## config.mk

```make
export PLATFORM = sky130hd
export DESIGN_NAME = pipeline_hazard_ctrl
export DESIGN_NICKNAME = d
export VERILOG_FILES = /design/src/rtl/pipeline_hazard_ctrl.sv
export SDC_FILE = /design/constraint.sdc
export NUM_CORES = 1
export LEC_CHECK = 0
export CAP_MARGIN = 20
export CORE_ASPECT_RATIO = 0.6
export CORE_UTILIZATION = 46
export DETAILED_ROUTE_END_ITERATION = 8
export PLACE_DENSITY_LB_ADDON = 0.15
export SYNTH_ARGS = -nofsm -noshare
export SYNTH_HDL_FRONTEND = slang
export SYNTH_SLANG_ARGS = --single-unit
```

## constraint.sdc

```tcl
create_clock -name clk -period 4.9 [get_ports clk]
set_input_delay 0.49 -clock clk [delete_from_list [all_inputs] [get_ports clk]]
set_output_delay 0.49 -clock clk [all_outputs]
set_load 0.005 [all_outputs]
```

## src/rtl/pipeline_hazard_ctrl.sv

```systemverilog
`default_nettype none
// ============================================================================
// Module : pipeline_hazard_ctrl
// Brief  : 5-stage in-order pipeline stall/flush/forwarding control with
//          per-stage valid tracking and saturating stall/flush counters.
//          Define HAZARD_FORWARDING_EN to enable operand forwarding.
// Rev    : 1.0  initial release
// ============================================================================
module pipeline_hazard_ctrl #(
   parameter int REG_ADDR_WIDTH = 5,
   parameter int CNT_WIDTH      = 16
) (
   input  logic                      clk,
   input  logic                      rst,
   input  logic [REG_ADDR_WIDTH-1:0] rs1_d,
   input  logic [REG_ADDR_WIDTH-1:0] rs2_d,
   input  logic                      rs1_used_d,
   input  logic                      rs2_used_d,
   input  logic [REG_ADDR_WIDTH-1:0] rs1_e,
   input  logic [REG_ADDR_WIDTH-1:0] rs2_e,
   input  logic [REG_ADDR_WIDTH-1:0] rd_e,
   input  logic [REG_ADDR_WIDTH-1:0] rd_m,
   input  logic [REG_ADDR_WIDTH-1:0] rd_w,
   input  logic                      reg_wr_en_e,
   input  logic                      reg_wr_en_m,
   input  logic                      reg_wr_en_w,
   input  logic                      load_e,
   input  logic                      load_m,
   input  logic                      branch_taken_e,
   output logic                      pc_wr_en,
   output logic                      if_id_wr_en,
   output logic                      pc_sel_target,
   output logic                      valid_d,
   output logic                      valid_e,
   output logic                      valid_m,
   output logic                      valid_w,
   output logic [1:0]                fwd_a_sel,
   output logic [1:0]                fwd_b_sel,
   output logic [1:0]                ctrl_state,
   output logic [CNT_WIDTH-1:0]      stall_cnt,
   output logic [CNT_WIDTH-1:0]      flush_cnt
);

   typedef enum logic [1:0] {
      ST_RUN   = 2'b00,
      ST_STALL = 2'b01,
      ST_FLUSH = 2'b10
   } state_e;

   localparam logic [CNT_WIDTH-1:0] CNT_ONE = {{(CNT_WIDTH-1){1'b0}}, 1'b1};

   state_e                state_q, state_d;
   logic                  vld_d_q, vld_e_q, vld_m_q, vld_w_q;
   logic                  vld_d_d, vld_e_d, vld_m_d, vld_w_d;
   logic [CNT_WIDTH-1:0]  stall_cnt_q, stall_cnt_d;
   logic [CNT_WIDTH-1:0]  flush_cnt_q, flush_cnt_d;

   logic src_e, src_m, src_w;
   logic hit_e, hit_m, hit_w;
   logic hazard, stall, flush;

   // A stage can only produce a hazard if it is live and really writes a non-x0 register.
   assign src_e = vld_e_q & reg_wr_en_e & (rd_e != '0);
   assign src_m = vld_m_q & reg_wr_en_m & (rd_m != '0);
   assign src_w = vld_w_q & reg_wr_en_w & (rd_w != '0);

   assign hit_e = (rs1_used_d & (rs1_d == rd_e)) | (rs2_used_d & (rs2_d == rd_e));
   assign hit_m = (rs1_used_d & (rs1_d == rd_m)) | (rs2_used_d & (rs2_d == rd_m));
   assign hit_w = (rs1_used_d & (rs1_d == rd_w)) | (rs2_used_d & (rs2_d == rd_w));

`ifdef HAZARD_FORWARDING_EN
   assign hazard = src_e & load_e & hit_e;

   always_comb begin
      fwd_a_sel = 2'b00;
      fwd_b_sel = 2'b00;
      if (rs1_e != '0) begin
         if (src_m & ~load_m & (rs1_e == rd_m))  fwd_a_sel = 2'b01;
         else if (src_w & (rs1_e == rd_w))       fwd_a_sel = 2'b10;
      end
      if (rs2_e != '0) begin
         if (src_m & ~load_m & (rs2_e == rd_m))  fwd_b_sel = 2'b01;
         else if (src_w & (rs2_e == rd_w))       fwd_b_sel = 2'b10;
      end
   end
`else
   assign hazard    = (src_e & hit_e) | (src_m & hit_m) | (src_w & hit_w);
   assign fwd_a_sel = 2'b00;
   assign fwd_b_sel = 2'b00;

   logic unused_ok;
   assign unused_ok = &{1'b0, rs1_e, rs2_e, load_e, load_m};
`endif

   assign flush         = branch_taken_e & vld_e_q;
   assign stall         = vld_d_q & hazard & ~flush;
   assign pc_sel_target = flush;
   assign pc_wr_en      = ~stall;
   assign if_id_wr_en   = ~stall;

   always_comb begin
      vld_d_d = 1'b1;
      vld_e_d = vld_d_q;
      vld_m_d = vld_e_q;
      vld_w_d = vld_m_q;
      state_d = ST_RUN;
      if (flush) begin
         vld_d_d = 1'b0;
         vld_e_d = 1'b0;
         state_d = ST_FLUSH;
      end else if (stall) begin
         vld_d_d = vld_d_q;
         vld_e_d = 1'b0;
         state_d = ST_STALL;
      end
   end

   always_comb begin
      stall_cnt_d = stall_cnt_q;
      flush_cnt_d = flush_cnt_q;
      if (stall && (stall_cnt_q != '1)) stall_cnt_d = stall_cnt_q + CNT_ONE;
      if (flush && (flush_cnt_q != '1)) flush_cnt_d = flush_cnt_q + CNT_ONE;
   end

   always_ff @(posedge clk) begin
      if (rst) begin
         state_q     <= ST_RUN;
         vld_d_q     <= 1'b0;
         vld_e_q     <= 1'b0;
         vld_m_q     <= 1'b0;
         vld_w_q     <= 1'b0;
         stall_cnt_q <= '0;
         flush_cnt_q <= '0;
      end else begin
         state_q     <= state_d;
         vld_d_q     <= vld_d_d;
         vld_e_q     <= vld_e_d;
         vld_m_q     <= vld_m_d;
         vld_w_q     <= vld_w_d;
         stall_cnt_q <= stall_cnt_d;
         flush_cnt_q <= flush_cnt_d;
      end
   end

   assign valid_d    = vld_d_q;
   assign valid_e    = vld_e_q;
   assign valid_m    = vld_m_q;
   assign valid_w    = vld_w_q;
   assign ctrl_state = state_q;
   assign stall_cnt  = stall_cnt_q;
   assign flush_cnt  = flush_cnt_q;

endmodule
`default_nettype wire
```

==> results.json <==
{
  "grt_pass1_vias": 1766,
  "slowest_delay_ns": 0.61,
  "clk_pin_slew_ns": 0.07,
  "io_buffers": 73,
  "vias": 2040,
  "cts_tree": "yes",
  "reg2reg_depth": 7,
  "worstSkewPairLatency_ns": 0.29,
  "ff_latch_area_um2": 761,
  "grt_use_total": 0.219,
  "synth_commonest_cells": "dfxtp_1, xor2_1, nor2_1, nand2_1, nand3_1",
  "syn_avg_cell_area_um2": 8.21,
  "cts_buffers": 5,
  "synth_area_um2": 2140,
  "whs_path_depth": 2,
  "place.gp.congestion": 0.863,
  "overflow": 0,
  "tns_ns": 0,
  "slew_headroom": 0.623,
  "synth_top_cell_by_area": "dfxtp_1",
  "critPathCaptureType": "primary output",
  "start_util": 0.499,
  "ir_drop_uv": 209,
  "drive_above_1_share": 0.0392,
  "cts_resized": 0,
  "setup_violations": 0,
  "clockPowerShare": 0.399,
  "postRouteAntennaNets": 0,
  "arrival_ns": 2.95,
  "core-area_um2": 4280,
  "tightest_slew_ns": 0.566,
  "maxSlewViolCount": 0,
  "die_y_um": 54.8,
  "area.growth.synth_to_final_pct": 39.9,
  "synth_seq_cells": 38,
  "cts_buffer_depth": 2,
  "comb_power_share": 0.119,
  "crit_slowest_cell": "clkdlybuf4s50_1",
  "min-delay-start": "valid_d",
  "cts_sinks": 38,
  "crit_required_ns": 4.41,
  "fin_util": 0.698,
  "syn-instance-count": 260,
  "p_per_area_nw_per_um2": 218,
  "dp_hpwl_um": 3930,
  "die_x_um": 90.0,
  "max_cap_viol_count": 0,
  "nets": 378,
  "postLayoutCellArea_um2": 2990,
  "multi_input_area_um2": 1280,
  "antenna_found_initial": 0,
  "post-cts-setup-buffer-count": 0,
  "synth_edf_count": 0,
  "drt_iter0_drc": 55,
  "start_kind": "primary input",
  "intPower_mw": 0.504,
  "cts_max_level": 2,
  "ios": 90,
  "path_class": "primary input to primary output",
  "hp-class": "register to register",
  "drc_errors": 0,
  "r2r-start": "stall_cnt[6]",
  "rrSetupSlack_ns": 2.67,
  "ys_top_cells_by_area": "dfxtp_1, xor2_1, nor2_1",
  "holdBufCountCts": 0,
  "routed_wl_um": 5230,
  "root_buffer": "clkbuf_8",
  "power.switching_mw": 0.147,
  "cp_cell_sequence": "clkdlybuf4s50_1 -> or4_1 -> o211ai_1 -> a21o_1 -> a31o_1 -> clkdlybuf4s50_1",
  "min_period_ns": 3.44,
  "r2r-end": "stall_cnt[4]",
  "dpl_cell_area_um2": 2880,
  "seqPwrFrac": 0.482,
  "antennaDiodeCount": 0,
  "cp_max_fo": 19,
  "dp_cells": 384,
  "synth.top_cell.area_share": 0.356,
  "hold_viol_final": 0,
  "first_pass_iters": 4,
  "synth.distinct_cells": 36,
  "max_freq_mhz": 291,
  "grt_max_degree": 30,
  "wire_per_inst_um": 13.3,
  "grt_pass1_wl_um": 8300,
  "ys_warn_count": 0,
  "p_leak_nw": 1.05,
  "avgViaCountPerCell": 5.20,
  "dieArea_um2": 4930,
  "fillCellCount": 365,
  "rows": 18,
  "crit_path_start": "rd_w[2]",
  "synth_most_common_cell": "dfxtp_1",
  "rsz0062_at_grt": "no",
  "synthFlopType": "dfxtp_1",
  "synth_seq_area_share": 0.356,
  "async_flop_share": 0,
  "p_sw_frac": 0.225,
  "min_to": "valid_e",
  "fin_crit_sh": 0.701,
  "status": "finished clean",
  "critPathMostFrequentCell": "clkdlybuf4s50_1",
  "fin_cells": 392,
  "fin_worst_skew_ns": 0.00842
}
==> layout make-up <==
| cell class | count | area share |
|---|---|---|
| repair buffers | 75 | 0.250 |
| well taps | 60 | 0.0251 |
| flip-flops and latches | 38 | 0.255 |
| multi-input cells | 206 | 0.428 |
| clock inverters | 3 | 0.0134 |
| clock buffers | 5 | 0.0230 |
| inverters | 5 | 0.00628 |
==> worst max-delay path, delay by kind of cell <==
| family | cells | cell delay (ns) |
|---|---|---|
| buffers and inverters | 2 | 1.10 |
| AOI/OAI and AO/OA | 3 | 0.83 |
| and+or+nand+nor | 1 | 0.53 |
==> power by group through the flow <==
stage | clock network [mW] | logic [mW] | registers, mW
2_1_floorplan | 0 | 0.0319 | 0.320
3_3_place_gp | 0 | 0.0750 | 0.320
3_5_place_dp | 0 | 0.0768 | 0.321
4_1_cts | 0.264 | 0.0774 | 0.313
5_1_grt | 0.283 | 0.0835 | 0.314
6_report | 0.260 | 0.0774 | 0.313
==> cells in the final DEF, fill, tap and decap left out, types with 7 or more instances in the layout <==
cell type / netlist / final
clkdlybuf4s50_1: 0 / 73
dfxtp_1: 38 / 38
xor2_1: 35 / 35
nor2_1: 25 / 25
nand2_1: 21 / 21
nand3_1: 16 / 16
or3_1: 14 / 14
o21ai_0: 13 / 13
a21oi_1: 13 / 13
nand4_1: 11 / 11
xnor2_1: 8 / 8
nor4_1: 7 / 7
==> per-layer routing <==
layer  global-route usage  up-vias  share of wire
met1                0.283      932           0.50
met2                0.358       60           0.42
met5                    0        -              0
met4               0.0806        0         0.0094
li1                     -     1042              -
met3               0.0625        6          0.068
==> stage by stage <==
stage	total power, mW	hold slack (ns)	worst slack, ns
after floorplan	0.352	0.459	2.52
after global placement	0.395	0.480	1.49
after detailed placement	0.397	0.483	1.47
after CTS	0.655	0.499	1.47
after global routing	0.680	0.524	1.32
final	0.650	0.495	1.46
==> how the worst max path moves through the flow <==
stage                              to  slack (ns)
after floorplan              pc_wr_en        2.52
after global placement    if_id_wr_en        1.49
after detailed placement     pc_wr_en        1.47
after CTS                    pc_wr_en        1.47
after global routing      if_id_wr_en        1.32
final                     if_id_wr_en        1.46
==> state kept, by name, summed over array words and instances, names as in the netlist <==
name	count
valid_e	1
stall_cnt	16
valid_m	1
valid_d	1
ctrl_state	2
flush_cnt	16
valid_w	1
==> cells by family after synthesis <==
kind of cell               Yosys count  share of synthesized area
DFF                                 38                      0.356
AOI/OAI and AO/OA                   35                     0.0972
xor gates and xnor gates            43                      0.176
adders and majority gates            2                     0.0117
muxes                                5                     0.0246
and+or+nand+nor                    117                      0.282
buffers and inverters               19                     0.0504
other                                1                    0.00176
Note: power is estimated with default switching activity, not from simulation.
